$ cat src/rtl/wb_arb_pkg.sv
// Shared definitions for the register-file write-port arbiter.
package wb_arb_pkg;

  localparam int unsigned REG_ADDR_W = 5;
  localparam int unsigned XLEN_DEF   = 32;

  // Load-return queue entry at the default data width.
  typedef struct packed {
    logic [REG_ADDR_W-1:0] rd;
    logic [XLEN_DEF-1:0]   data;
  } lrq_entry_t;

  // Which source owns the write port in a given cycle.
  typedef enum logic [1:0] {
    GNT_NONE = 2'd0,
    GNT_ALU  = 2'd1,
    GNT_LOAD = 2'd2
  } grant_e;

endpackage

$ cat src/rtl/load_return_fifo.sv
// Small circular FIFO holding returned loads until they win the write port.
module load_return_fifo
  import wb_arb_pkg::*;
#(
  parameter type         entry_t = lrq_entry_t,
  parameter int unsigned DEPTH   = 2,
  localparam int unsigned PTR_W  = (DEPTH > 1) ? $clog2(DEPTH) : 1,
  localparam int unsigned CNT_W  = $clog2(DEPTH + 1)
) (
  input  logic             i_clk,
  input  logic             i_reset,
  input  logic             i_wr,
  input  entry_t           i_data,
  input  logic             i_rd,
  output entry_t           o_head,
  output logic [CNT_W-1:0] o_count
);

  entry_t           r_mem [DEPTH];
  logic [PTR_W-1:0] r_head;
  logic [PTR_W-1:0] r_tail;
  logic [CNT_W-1:0] r_count;
  logic [PTR_W-1:0] w_head_nxt;
  logic [PTR_W-1:0] w_tail_nxt;

  // Pointer increment with wrap at DEPTH (DEPTH need not be a power of two).
  always_comb begin
    w_head_nxt = (r_head == PTR_W'(DEPTH - 1)) ? '0 : r_head + 1'b1;
    w_tail_nxt = (r_tail == PTR_W'(DEPTH - 1)) ? '0 : r_tail + 1'b1;
  end

  // Pointer and occupancy tracking; simultaneous write and read keeps count.
  always_ff @(posedge i_clk) begin
    if (i_reset) begin
      r_head  <= '0;
      r_tail  <= '0;
      r_count <= '0;
    end else begin
      if (i_wr) r_tail <= w_tail_nxt;
      if (i_rd) r_head <= w_head_nxt;
      unique case ({i_wr, i_rd})
        2'b10:   r_count <= r_count + 1'b1;
        2'b01:   r_count <= r_count - 1'b1;
        default: r_count <= r_count;
      endcase
    end
  end

  // Entry storage; a write into a full queue lands in the slot freed by the same-edge read.
  always_ff @(posedge i_clk) begin
    if (i_wr) r_mem[r_tail] <= i_data;
  end

  assign o_head  = r_mem[r_head];
  assign o_count = r_count;

  no_overflow: assert property (@(posedge i_clk) disable iff (i_reset)
    !(i_wr && !i_rd && (r_count == CNT_W'(DEPTH))));

  no_underflow: assert property (@(posedge i_clk) disable iff (i_reset)
    !(i_rd && (r_count == '0)));

endmodule

$ cat src/rtl/wb_port_arbiter.sv
// Shares the register-file write port between the ALU writeback stream and
// buffered load returns, with a pending-load scoreboard for decode hazards.
module wb_port_arbiter
  import wb_arb_pkg::*;
#(
  parameter int unsigned XLEN       = XLEN_DEF,
  parameter int unsigned LDQ_DEPTH  = 2,
  parameter int unsigned STARVE_MAX = 4
) (
  input  logic                  clk,
  input  logic                  reset,
  input  logic                  alu_valid,
  input  logic [REG_ADDR_W-1:0] alu_rd,
  input  logic [XLEN-1:0]       alu_data,
  output logic                  alu_stall,
  input  logic                  ld_issue_valid,
  input  logic [REG_ADDR_W-1:0] ld_issue_rd,
  output logic                  ld_issue_ready,
  input  logic                  ld_ret_valid,
  input  logic [REG_ADDR_W-1:0] ld_ret_rd,
  input  logic [XLEN-1:0]       ld_ret_data,
  input  logic [REG_ADDR_W-1:0] rs1,
  input  logic [REG_ADDR_W-1:0] rs2,
  output logic                  hazard,
  output logic                  rf_we,
  output logic [REG_ADDR_W-1:0] rf_waddr,
  output logic [XLEN-1:0]       rf_wdata
);

  localparam int unsigned CNT_W = $clog2(LDQ_DEPTH + 1);
  localparam int unsigned STV_W = (STARVE_MAX > 0) ? $clog2(STARVE_MAX + 1) : 1;

  typedef struct packed {
    logic [REG_ADDR_W-1:0] rd;
    logic [XLEN-1:0]       data;
  } entry_t;

  logic [31:0]      r_busy;
  logic [CNT_W-1:0] r_outstanding;
  logic [STV_W-1:0] r_starve;

  logic [CNT_W-1:0] w_count;
  entry_t           w_head;
  entry_t           w_enq_data;
  logic             w_alu_cand;
  logic             w_ld_cand;
  logic             w_issue;
  logic             w_ret_ok;
  logic             w_enq;
  logic             w_drop;
  logic             w_deq;
  grant_e           w_grant;

  load_return_fifo #(
    .entry_t (entry_t),
    .DEPTH   (LDQ_DEPTH)
  ) u_lrq (
    .i_clk   (clk),
    .i_reset (reset),
    .i_wr    (w_enq),
    .i_data  (w_enq_data),
    .i_rd    (w_deq),
    .o_head  (w_head),
    .o_count (w_count)
  );

  assign w_enq_data = '{rd: ld_ret_rd, data: ld_ret_data};

  // Arbitration: queued loads win when the ALU cannot write, the queue is full, or the ALU has starved them.
  always_comb begin
    w_alu_cand = alu_valid && !r_busy[alu_rd];
    w_ld_cand  = (w_count != '0);
    w_grant    = GNT_NONE;
    if (!reset) begin
      if (w_ld_cand && (!w_alu_cand || (w_count == CNT_W'(LDQ_DEPTH)) ||
                        (r_starve == STV_W'(STARVE_MAX)))) begin
        w_grant = GNT_LOAD;
      end else if (w_alu_cand) begin
        w_grant = GNT_ALU;
      end
    end
  end

  // Write-port mux and handshake/hazard outputs, all forced quiet during reset.
  always_comb begin
    rf_we    = 1'b0;
    rf_waddr = '0;
    rf_wdata = '0;
    unique case (w_grant)
      GNT_LOAD: begin
        rf_we    = 1'b1;
        rf_waddr = w_head.rd;
        rf_wdata = w_head.data;
      end
      GNT_ALU: begin
        rf_we    = (alu_rd != '0);
        rf_waddr = alu_rd;
        rf_wdata = alu_data;
      end
      default: ;
    endcase
    alu_stall      = !reset && alu_valid && (w_grant != GNT_ALU);
    ld_issue_ready = !reset && (r_outstanding < CNT_W'(LDQ_DEPTH)) && !r_busy[ld_issue_rd];
    hazard         = !reset && (r_busy[rs1] || r_busy[rs2]);
  end

  // Event decode; a return with nothing left in flight is ignored, which also bounds the queue.
  always_comb begin
    w_issue  = ld_issue_valid && ld_issue_ready;
    w_ret_ok = !reset && ld_ret_valid && (r_outstanding > w_count);
    w_enq    = w_ret_ok && (ld_ret_rd != '0);
    w_drop   = w_ret_ok && (ld_ret_rd == '0);
    w_deq    = (w_grant == GNT_LOAD);
  end

  // Credit counter: loads issued but not yet written (or dropped as x0 returns).
  always_ff @(posedge clk) begin
    if (reset) r_outstanding <= '0;
    else r_outstanding <= r_outstanding + CNT_W'(w_issue) - CNT_W'(w_deq) - CNT_W'(w_drop);
  end

  // Pending-load scoreboard; x0 is never marked busy.
  always_ff @(posedge clk) begin
    if (reset) begin
      r_busy <= '0;
    end else begin
      if (w_issue && (ld_issue_rd != '0)) r_busy[ld_issue_rd] <= 1'b1;
      if (w_deq && (w_head.rd != '0))     r_busy[w_head.rd]   <= 1'b0;
    end
  end

  // Starvation counter: consecutive ALU wins while a load waits in the queue.
  always_ff @(posedge clk) begin
    if (reset) begin
      r_starve <= '0;
    end else begin
      unique case (w_grant)
        GNT_ALU: r_starve <= w_ld_cand ? r_starve + 1'b1 : '0;
        default: r_starve <= '0;
      endcase
    end
  end

endmodule

$ cat config.mk
export PLATFORM = sky130hd
export DESIGN_NAME = wb_port_arbiter
export DESIGN_NICKNAME = d
export VERILOG_FILES = /design/src/rtl/wb_arb_pkg.sv /design/src/rtl/load_return_fifo.sv /design/src/rtl/wb_port_arbiter.sv
export SDC_FILE = /design/constraint.sdc
export NUM_CORES = 1
export LEC_CHECK = 0
export BUFFER_PORTS_ARGS = -buffer_cell sky130_fd_sc_hd__buf_2
export CAP_MARGIN = 5
export CORE_AREA = 5 5 140 142
export DETAILED_ROUTE_END_ITERATION = 16
export DIE_AREA = 0 0 145 147
export GPL_ROUTABILITY_DRIVEN = 0
export GPL_TIMING_DRIVEN = 0
export PLACE_DENSITY_LB_ADDON = 0.05
export SLEW_MARGIN = 20
export SYNTH_ARGS = -nofsm -noshare
export SYNTH_HDL_FRONTEND = slang
export SYNTH_SLANG_ARGS = --single-unit
$ cat constraint.sdc
create_clock -name clk -period 10.05 [get_ports clk]
set_clock_uncertainty 0.1 [all_clocks]
set_input_delay 0.5025 -clock clk [delete_from_list [all_inputs] [get_ports clk]]
set_output_delay 0.5025 -clock clk [all_outputs]
set_load 0.005 [all_outputs]
## Word-level counts from Yosys, hierarchy flattened

Memories as Yosys holds them, arrays and structs flattened. A register that Yosys moved wholly into a read port is not among the register bits.
Index checks and enable logic that the tools add are counted.

| storage, ports and cells | value |
|---|---|
| flip-flop bits (word level) | 41 |
| memory bits (writable) | 74 |
| bits of input ports | 94 |
| output and inout bits | 41 |
| word-level logic and storage cells | 95 |
| memories | 1 |

Memory list:

| memory | words | width | read ports | clocked after Yosys merged registers in | wr ports | line | source |
|---|---|---|---|---|---|---|---|
| u_lrq.r_mem | 2 | 37 | 1 | 1 | 1 | load_return_fifo.sv:19 | `entry_t r_mem [DEPTH];` |

| operators by class | value |
|---|---|
| add/sub/neg operators | 8 |
| $lt $le $gt $ge | 9 |
| equal/unequal tests | 7 |
| muxes and demuxes | 28 |
| bitwise operators | 5 |
| reduce and logical (&&, ||, !) cells | 31 |

Operators with widths:

| kind | count |
|---|---|
| 32-bit 2-to-1 mux | 3 |
| 32-bit one-hot mux with 2 select lines | 1 |
| 32-bit AND | 1 |
| 32-bit inverter | 1 |
| 32-bit OR | 1 |
| 5-bit by 6-bit less-than comparator with 1-bit output (second input constant) | 5 |
| 1-bit binary-select mux with 5-bit select | 4 |
| 5-bit nonzero test | 4 |
| 1-bit logical AND | 16 |
| 1-bit 2-to-1 mux | 13 |
| 1-bit demux with 5-bit select | 2 |
| 5-bit by 1-bit greater-or-equal comparator with 1-bit output (second input constant) | 2 |
| 5-bit one-hot mux with 2 select lines | 1 |
| 2-bit equality test (second input constant) | 3 |
| 5-bit zero test | 1 |
| 2-bit by 1-bit equality test with 1-bit output (second input constant) | 2 |
| 1-bit zero test | 4 |
| 2-bit 2-to-1 mux | 2 |
| 2-bit one-hot mux with 2 select lines | 1 |
| 2-bit nonzero test | 2 |
| 2-bit by 1-bit subtractor with 2-bit output | 2 |
| 3-bit by 1-bit adder with 3-bit output (second input constant) | 1 |
| 3-bit equality test (second input constant) | 1 |
| 1-bit logical OR | 3 |
| other kinds (10) | 12 |

## Longest topological paths before layout

Gate-level depths: netlist of the first run.

| depth | value |
|---|---|
| depth after elaboration | 13 |
| gate-level depth with buffers | 15 |
| depth with buffers taken out | 12 |

## By module

A second synthesis of the first run with hierarchy kept.

| second synthesis, totals | value |
|---|---|
| cells, all modules | 526 |
| area total of the unflattened synthesis | 6351.1 µm² |

Modules (own cells, without submodules):

| module | times used | cells an instance | area an instance (µm²) | seq. area each (µm²) |
|---|---|---|---|---|
| wb_port_arbiter | 1 | 391 | 3480.8 | 740.7 |
| load_return_fifo | 1 | 135 | 2870.3 | 2322.2 |

## Worst setup path after synthesis of the first run

Ideal clock, no wire load.

| timing | value |
|---|---|
| path type | input to register |
| start | input port alu_rd[0] |
| end | register r_outstanding[1] |
| setup time | 0.128 ns |
| arrival | 3.584 ns |
| data required time | 9.822 ns |
| setup slack | 6.238 ns |
| cell stages on the path | 15 |
| buffers on the path | 3 |
| path through | buf_2 mux4_2 mux2i_1 nand3b_1 nand4_1 a41oi_1 ha_1 clkbuf_1 clkinv_1 clkbuf_1 fa_1 ha_1 xnor2_1 xnor2_1 nor2_1 |

| on the way | value |
|---|---|
| longest elaborated chain between the ends | 13 |
| elaborated cells between the ends (all ways) | 14 |
| classes of those cells | 2 x add/sub; 1 x eq/ne; 5 x mux; 6 x reduce/logical |

Ends and longest elaborated chain:

| what | line | source |
|---|---|---|
| from (decl) | wb_port_arbiter.sv:13 | `input logic [REG_ADDR_W-1:0] alu_rd,` |
| 1-bit binary-select mux with 5-bit select * | wb_port_arbiter.sv:71 | `w_alu_cand = alu_valid && !r_busy[alu_rd];` |
| 1-bit 2-to-1 mux (implied by the code) * | wb_port_arbiter.sv:71 |  |
| 1-bit zero test * | wb_port_arbiter.sv:71 |  |
| 1-bit logical AND * | wb_port_arbiter.sv:71 |  |
| 1-bit zero test | wb_port_arbiter.sv:75 | `if (w_ld_cand && (!w_alu_cand \|\| (w_count == CNT_W'(LDQ_DEPTH)) \|\|` |
| 1-bit logical OR (2 in a row) | wb_port_arbiter.sv:75 |  |
| 1-bit logical AND | wb_port_arbiter.sv:75 |  |
| 2-bit 2-to-1 mux * | wb_port_arbiter.sv:75 |  |
| 2-bit 2-to-1 mux * | wb_port_arbiter.sv:74 | `if (!reset) begin` |
| 2-bit equality test * | wb_port_arbiter.sv:113 | `w_deq = (w_grant == GNT_LOAD);` |
| 2-bit by 1-bit subtractor with 2-bit output * (2 in a row) | wb_port_arbiter.sv:119 | `else r_outstanding <= r_outstanding + CNT_W'(w_issue) - CNT_W'(w_deq) - CNT_W'(w_drop);` |
| to (signal assigned) | wb_port_arbiter.sv:119 |  |
| to (decl) | wb_port_arbiter.sv:39 | `logic [CNT_W-1:0] r_outstanding;` |

Every way passes the cells marked *; elsewhere a longest branch is shown, timed or not. The select of a mux whose other input is x is not followed.
A chain may end at the register's enable or synchronous reset.

## Final worst setup path of the first run

| timing | value |
|---|---|
| start | input port alu_rd[1] |
| end | output port rf_wdata[20] |

| on the way | value |
|---|---|
| longest elaborated chain between the ends | 12 |
| elaborated cells between the ends (all ways) | 14 |
| classes of those cells | 2 x eq/ne; 6 x mux; 6 x reduce/logical |

Ends and longest elaborated chain:

| what | line | source |
|---|---|---|
| 1-bit binary-select mux with 5-bit select * | wb_port_arbiter.sv:71 |  |
| 1-bit 2-to-1 mux (implied by the code) * | wb_port_arbiter.sv:71 |  |
| 1-bit zero test * | wb_port_arbiter.sv:71 |  |
| 1-bit logical AND * | wb_port_arbiter.sv:71 |  |
| 1-bit zero test | wb_port_arbiter.sv:75 |  |
| 1-bit logical OR (2 in a row) | wb_port_arbiter.sv:75 |  |
| 1-bit logical AND | wb_port_arbiter.sv:75 |  |
| 2-bit 2-to-1 mux * | wb_port_arbiter.sv:75 |  |
| 2-bit 2-to-1 mux * | wb_port_arbiter.sv:74 |  |
| 2-bit by 1-bit equality test with 1-bit output or 2-bit equality test (tied branches) | wb_port_arbiter.sv:89 | `unique case (w_grant)` |
| 32-bit one-hot mux with 2 select lines * | wb_port_arbiter.sv:89 |  |
| to (decl) | wb_port_arbiter.sv:27 | `output logic [XLEN-1:0] rf_wdata` |

Marked as above.

==> summary.txt, run 1 <==
Placed design
  • PortBufs: 126
  • Post-DP HPWL: 14200 um

Yosys
  • Fraction of registers with async set/reset: 0%
  • Ys flop type: edfxtp_1
  • Yosys warnings: 0
  • Syn nets: ~660
  • Post-synth EDFFs: 74
  • Synthesized flop and latch total: between 100 and 150
  • Area of the mapped netlist: 6210 sq um
  • Syn_area_per_cell: 11.2 sq um
  • Seq/Total Area, Yosys: 49.3%
  • Syn Inst Count: 556
  • Post-synth cell types: 47

Worst setup path
  • Setup CP Type: in2out
  • Buffer and inverter count on the worst path: 5
  • Worst path max stage delay: 0.46 ns
  • CP Max Fanout: 10
  • CP startpoint: alu_rd[1]
  • Type of origin of the critical path: input pin
  • CP max-delay cell: clkbuf_1
  • CP cell instances: clkbuf_1 -> mux4_2 -> mux2i_1 -> nand3b_1 -> nand4_1 -> a41oi_1 -> ha_1 -> clkbuf_1 -> clkinv_1 -> clkbuf_1 -> nor2_1 -> a21oi_1 -> nor2_1 -> buf_2
  • Family with the most delay on the worst path: buffers and inverters
  • Worst Path Required: ~9.5 ns
  • Critical path's most frequent cell: clkbuf_1
  • R2r startpoint: r_busy[23]
  • Crit end category: output port
  • Arrival time at the worst endpoint: about 4 ns

Routing
  • Vias per cell: between 5 and 6
  • Wire per inst: slightly below 20 um
  • Starting DRT DRC Count: 272
  • Drt pass-1 iters: 4
  • # DRC: 0
  • Final WL: around 18000 um
  • Final ANT Viol Nets: 0
  • Via count: 5023

Floorplanning
  • Num ports: between 100 and 150
  • Die boundary width: ~150 um
  • Initial core utilization: about a third
  • Core ar.: 18300 sq um
  • Die Y: between 100 and 150 um
  • Row cnt: 50
  • Die Area: 21300 sq um

Global routing
  • Initial antenna violation count: 3
  • Largest net degree at the start of global routing: 23
  • First-pass GRT wire length: 28900 um
  • GRT Overall Usage: between 10% and 20%
  • Vias in the first global route: 5279
  • GRT Residual Overflow: 0

Power
  • Power consumption: 1.46 mW
  • Peak VDD IR: 0.121 mV
  • Power density cells: 187 nW/um^2
  • Static Leak: 2.79 nW

Clock network
  • CTS Buf Count: 17
  • Hold-fix buffers, CTS: 0
  • Cts repair resizes: 0
  • Clk_lat worst skew: roughly 0.42 ns
  • Htree depth: 4
  • Clock sink count: 116
  • Root buf cell: clkbuf_16
  • Post-CTS setup buffers: 0
  • Clk slew on worst S/H paths: around 0.06 ns
  • CTS tree: done
  • Clock Tree Buf Depth: 2

Final layout
  • Commonest non-fill, non-tap cell in the layout: buf_2
  • Core Util, Final: 42.6%
  • Nets: 807
  • Most frequent cells in the layout: buf_2 (135), nor2_1 (107), edfxtp_1 (74)
  • Layout cell share with drive strength beyond 1: a little under a third
  • Area growth syn-to-layout: 25.8%

Timing
  • Slew Limit Fails: 0
  • Setup violators final: 0
  • Slew HR: between 50% and 60%
  • Worst-margin pin slew: 0.743 ns
  • Final Hold Fails: 0
  • Final Critical Period: 4.57 ns
  • Unrepaired setup endpoints after global routing: false
  • Max Fclk: 219 MHz
  • Period utilisation layout: 45.5%
  • Fin Setup TNS: 0 ns

Job
  • Max cap viols: 0

Hold path
  • Hold_sp: ld_ret_data[18]
  • Hold WC Path Type: in2reg

Run status
  • Outcome: completed
==> sequential cells by signal, summed over array words and instances (netlist names), named ones only <==
register       cells
r_busy            32
r_outstanding      2
r_starve           3
u_lrq.o_count      2
u_lrq.r_head       1
u_lrq.r_mem       74
u_lrq.r_tail       1
==> power breakdown <==
group	total, mW	internal (mW)	switching [mW]
Combinational	0.290	0.114	0.176
Clock	0.609	0.371	0.237
Sequential	0.562	0.548	0.0142
Total	1.46	1.03	0.428
==> path summary, 6_finish.rpt <==
check,endpoint,slack (ns),cells after the start
min reg2reg,r_starve[0],0.35,1
max reg2reg,r_outstanding[1],5.81,14
max,rf_wdata[20],5.48,14
min,u_lrq.r_mem[1][18],0.17,1
==> cell type report <==
class                      instances  area, sq um
fill                            1858        10500
sequential                       116         3060
multi-input combinational        395         2950
timing repair buffer             129          706
clock buffer                      17          425
tap                              234          293
clock inverter                    15          169
buffer                            35          165
inverter                          10         37.5
antenna                            1         2.50
==> cells by family (layout without fill, tap and decap cells) <==
kind of cell	after synthesis	in the layout	share of synthesized area (%)
AO/OA/AOI/OAI	114	114	11.4
adder cells (fa/ha/maj)	9	9	1.93
other	0	1	0
flip-flops	116	116	49.3
AND/OR/NAND/NOR	185	185	13.8
buffers and inverters	45	206	3.26
multiplexers	80	80	19.2
XOR/XNOR	7	7	0.987
==> cell usage after synthesis, types with 3 or more instances <==
cell / n / area (sq um)
nor2_1: 108 / 405
edfxtp_1: 74 / 2220
a21oi_1: 52 / 260
mux2i_1: 44 / 440
dfxtp_1: 42 / 841
mux4_2: 31 / 698
a211oi_1: 25 / 188
nand2_1: 23 / 86.3
clkbuf_1: 22 / 82.6
a31oi_1: 12 / 75.1
buf_2: 9 / 45.0
inv_1: 9 / 33.8
nor3_1: 9 / 45.0
ha_1: 8 / 100
nand3_1: 8 / 40.0
nor2b_1: 8 / 50.1
o21ai_0: 8 / 40.0
a22oi_1: 7 / 52.6
xnor2_1: 6 / 52.6
mux2_2: 5 / 56.3
nand2b_1: 5 / 31.3
nand4_1: 4 / 25.0
and3_1: 3 / 18.8
buf_6: 3 / 33.8
nor3b_1: 3 / 22.5
nor3b_2: 3 / 37.5
==> worst reg2reg max path: cells and delay by family (launching register included) <==
| kind | cells | cell delay (ns) |
|---|---|---|
| compound gates | 1 | 0.15 |
| xor+xnor | 2 | 0.29 |
| fa+ha+maj | 3 | 1.01 |
| buf+inv | 3 | 1.04 |
| flops | 1 | 0.36 |
| mux | 2 | 0.77 |
| simple gates | 3 | 0.37 |
==> per-layer routing <==
layer / routed length [um] / global-route usage [%] / vias to the layer above
met4: 233 / 5.60 / 4
met3: 1140 / 4.35 / 19
met5: 28 / 0 / -
met1: 8150 / 22.7 / 2440
met2: 8740 / 28.0 / 165
li1: - / - / 2395
==> through the flow <==
stage / hold slack (ns) / cells / setup slack [ns] / cell area, sq um
after global routing: 0.150 / 952 / 5.12 / 7810
after floorplan: 0.317 / 556 / 6.24 / 6210
after detailed placement: 0.340 / 919 / 5.20 / 7220
final: 0.165 / 952 / 5.48 / 7810
after global placement: 0.326 / 916 / 5.23 / 7130
after CTS: 0.151 / 951 / 5.42 / 7810
Power figures use the tool's default switching activity.
==> run 2, diff against run 1 <==
- clock period: 10.05 -> 3.8 ns (I/O delays scaled with it)
==> summary.txt, run 2 (synthesized netlist as in run 1, its figures left out) <==
Floorplanning
  • Core ar.: 18300 sq um
  • Row cnt: 50
  • Num ports: roughly 140
  • Die boundary width: 145 um
  • Die Area: ~21000 sq um
  • Die Y: 147 um
  • Initial core utilization: about a third

Timing
  • Slew HR: 56.9%
  • Max Fclk: around 280 MHz
  • Final Critical Period: 3.59 ns
  • Worst-margin pin slew: between 0.6 and 0.7 ns
  • Unrepaired setup endpoints after global routing: true
  • Slew Limit Fails: 0
  • Final Hold Fails: 0
  • Setup violators final: 0
  • Period utilisation layout: a little over nine tenths

Final layout
  • Most frequent cells in the layout: buf_2 (135), nor2_1 (107), edfxtp_1 (74)
  • Antenna diodes: 0
  • Nets: between 800 and 900
  • Largest register by flop count: u_lrq.r_mem
  • Core Util, Final: between 40% and 50%
  • Final instance count without filler cells: 988
  • Fill cell count: 1807
  • Biggest regs: u_lrq.r_mem: 74 flops, r_busy: 32 flops, r_starve: 3 flops
  • Commonest non-fill, non-tap cell in the layout: buf_2
  • Layout cell share with drive strength beyond 1: about 30%
  • Area growth syn-to-layout: 32.2%
  • Largest register FFs: 74

Clock network
  • CTS Buf Count: 17
  • Clock Tree Buf Depth: 2
  • Clock sink count: 116
  • Post-CTS setup buffers: 0
  • Clk slew on worst S/H paths: 0.06 ns
  • Clk_lat worst skew: 0.41 ns
  • Htree depth: 4
  • CTS tree: done
  • Root buf cell: clkbuf_16

Global routing
  • Initial antenna violation count: 0
  • Vias in the first global route: between 5000 and 6000
  • GRT Residual Overflow: 0
  • First-pass GRT wire length: slightly below 30000 um
  • GRT Overall Usage: 17.4%
  • Largest net degree at the start of global routing: 23

Power
  • Logic pwr share: 20.6%
  • Sequential power share: roughly two fifths
  • Power consumption: 3.90 mW
  • NetSw: ~1.1 mW
  • Clock share of power: 41.2%
  • Peak VDD IR: 0.319 mV
  • Sw frac: 29.1%
  • Static Leak: slightly below 3 nW
  • Power density cells: 475 nW/um^2
  • Pint: 2.76 mW

Worst setup path
  • Reg2reg setup slack: 0.23 ns
  • CP max-delay cell: mux4_2
  • Worst Path Required: 3.51 ns
  • Buffer and inverter count on the worst path: 2
  • Crit end category: output port
  • Arrival time at the worst endpoint: 3.30 ns
  • Worst path max stage delay: 0.49 ns
  • Type of origin of the critical path: flop
  • CP Max Fanout: 10
  • Setup CP Type: reg2out
  • Reg2Reg Depth: 14
  • R2r startpoint: r_busy[23]
  • R2R Path End: r_outstanding[1]
  • CP cell instances: mux4_2 -> mux2i_2 -> nand3b_1 -> nand4_1 -> a41o_1 -> ha_1 -> clkbuf_1 -> a22oi_1 -> nor2_1 -> buf_2
  • Family with the most delay on the worst path: multiplexers

Hold path
  • Hold WC Path Type: in2reg
  • Hold Crit Depth: 3
  • Hold_sp: reset
  • Hold path endpoint: r_busy[25]

Job
  • Max cap viols: 0

Routing
  • Drt pass-1 iters: 5
  • Final ANT Viol Nets: 0
  • Vias per cell: ~5.3
  • Wire per inst: 18.7 um
  • Via count: 5199
  • Final WL: 18500 um
  • Starting DRT DRC Count: 342
  • # DRC: 0

Placed design
  • PortBufs: ~130
  • Post-DP HPWL: roughly 14000 um
  • Placed Instances: 919

Run status
  • Outcome: completed
## run 2: repair_timing
action                                  in CTS  in global routing
resized for setup                            7                  8
hold buffers                                37                  0
hold endpoints to repair                    74                  0
endpoints found under the setup margin      32                 16
## run 2: layout make-up
class / count / area (sq um) / area share [%]
inverter: 10 / 38.8 / 0.473
multi-input combinational: 395 / 2960 / 36.1
sequential: 116 / 3060 / 37.3
timing repair buffer: 166 / 1080 / 13.1
buffer: 35 / 181 / 2.21
tap: 234 / 293 / 3.57
clock inverter: 15 / 169 / 2.06
clock buffer: 17 / 425 / 5.18
## run 2: worst max path at each step
stage                                 from                 end  slack [ns]  cells past startpoint
final                           r_busy[23]         rf_waddr[2]        0.21                     10
after global routing            r_busy[23]    r_outstanding[1]       -0.02                     14
after floorplan                  alu_rd[0]    r_outstanding[1]        0.30                     15
after global placement    u_lrq.o_count[1]  u_lrq.r_mem[0][26]       -0.79                      7
after detailed placement         alu_rd[1]    r_outstanding[1]       -0.74                     15
after CTS                       r_busy[23]    r_outstanding[1]        0.04                     14
## run 2: through the flow
stage / area (sq um) / hold WS (ns) / TNS, ns / worst slack (ns)
3_3_place_gp: 7130 / 0.279 / -31.80 / -0.792
3_5_place_dp: 7220 / 0.282 / -3.33 / -0.741
5_1_grt: 8210 / 0.127 / -0.0183 / -0.0183
2_1_floorplan: 6210 / 0.189 / 0 / 0.301
6_report: 8210 / 0.103 / 0 / 0.213
4_1_cts: 8190 / 0.0886 / 0 / 0.0429
## run 2: worst register-to-register path: stages, from the launching register on
cell	delay, ns
dfxtp_1	0.36
mux4_2	0.49
mux2i_2	0.25
nand3b_1	0.11
nand4_1	0.19
a41oi_1	0.15
ha_1	0.27
clkbuf_4	0.21
clkinv_2	0.13
buf_6	0.19
fa_1	0.43
ha_1	0.20
xnor2_1	0.16
xnor2_1	0.13
nor2_1	0.05
## run 2: layer usage
metal | up-vias | GRT usage [%] | wire length, um
met4 | 0 | 5.60 | 262
met5 | - | 0 | 0
met2 | 174 | 28.6 | 8970
met3 | 17 | 3.73 | 1060
met1 | 2537 | 23.0 | 8210
li1 | 2471 | - | -
## run 2: power groups by stage
| stage | Sequential [mW] | Combinational (mW) | Clock (mW) |
|---|---|---|---|
| 2_1_floorplan | 1.51 | 0.494 | 0 |
| 3_3_place_gp | 1.52 | 0.735 | 0 |
| 3_5_place_dp | 1.51 | 0.782 | 0 |
| 4_1_cts | 1.49 | 0.819 | 1.64 |
| 5_1_grt | 1.50 | 0.905 | 1.70 |
| 6_report | 1.49 | 0.804 | 1.61 |
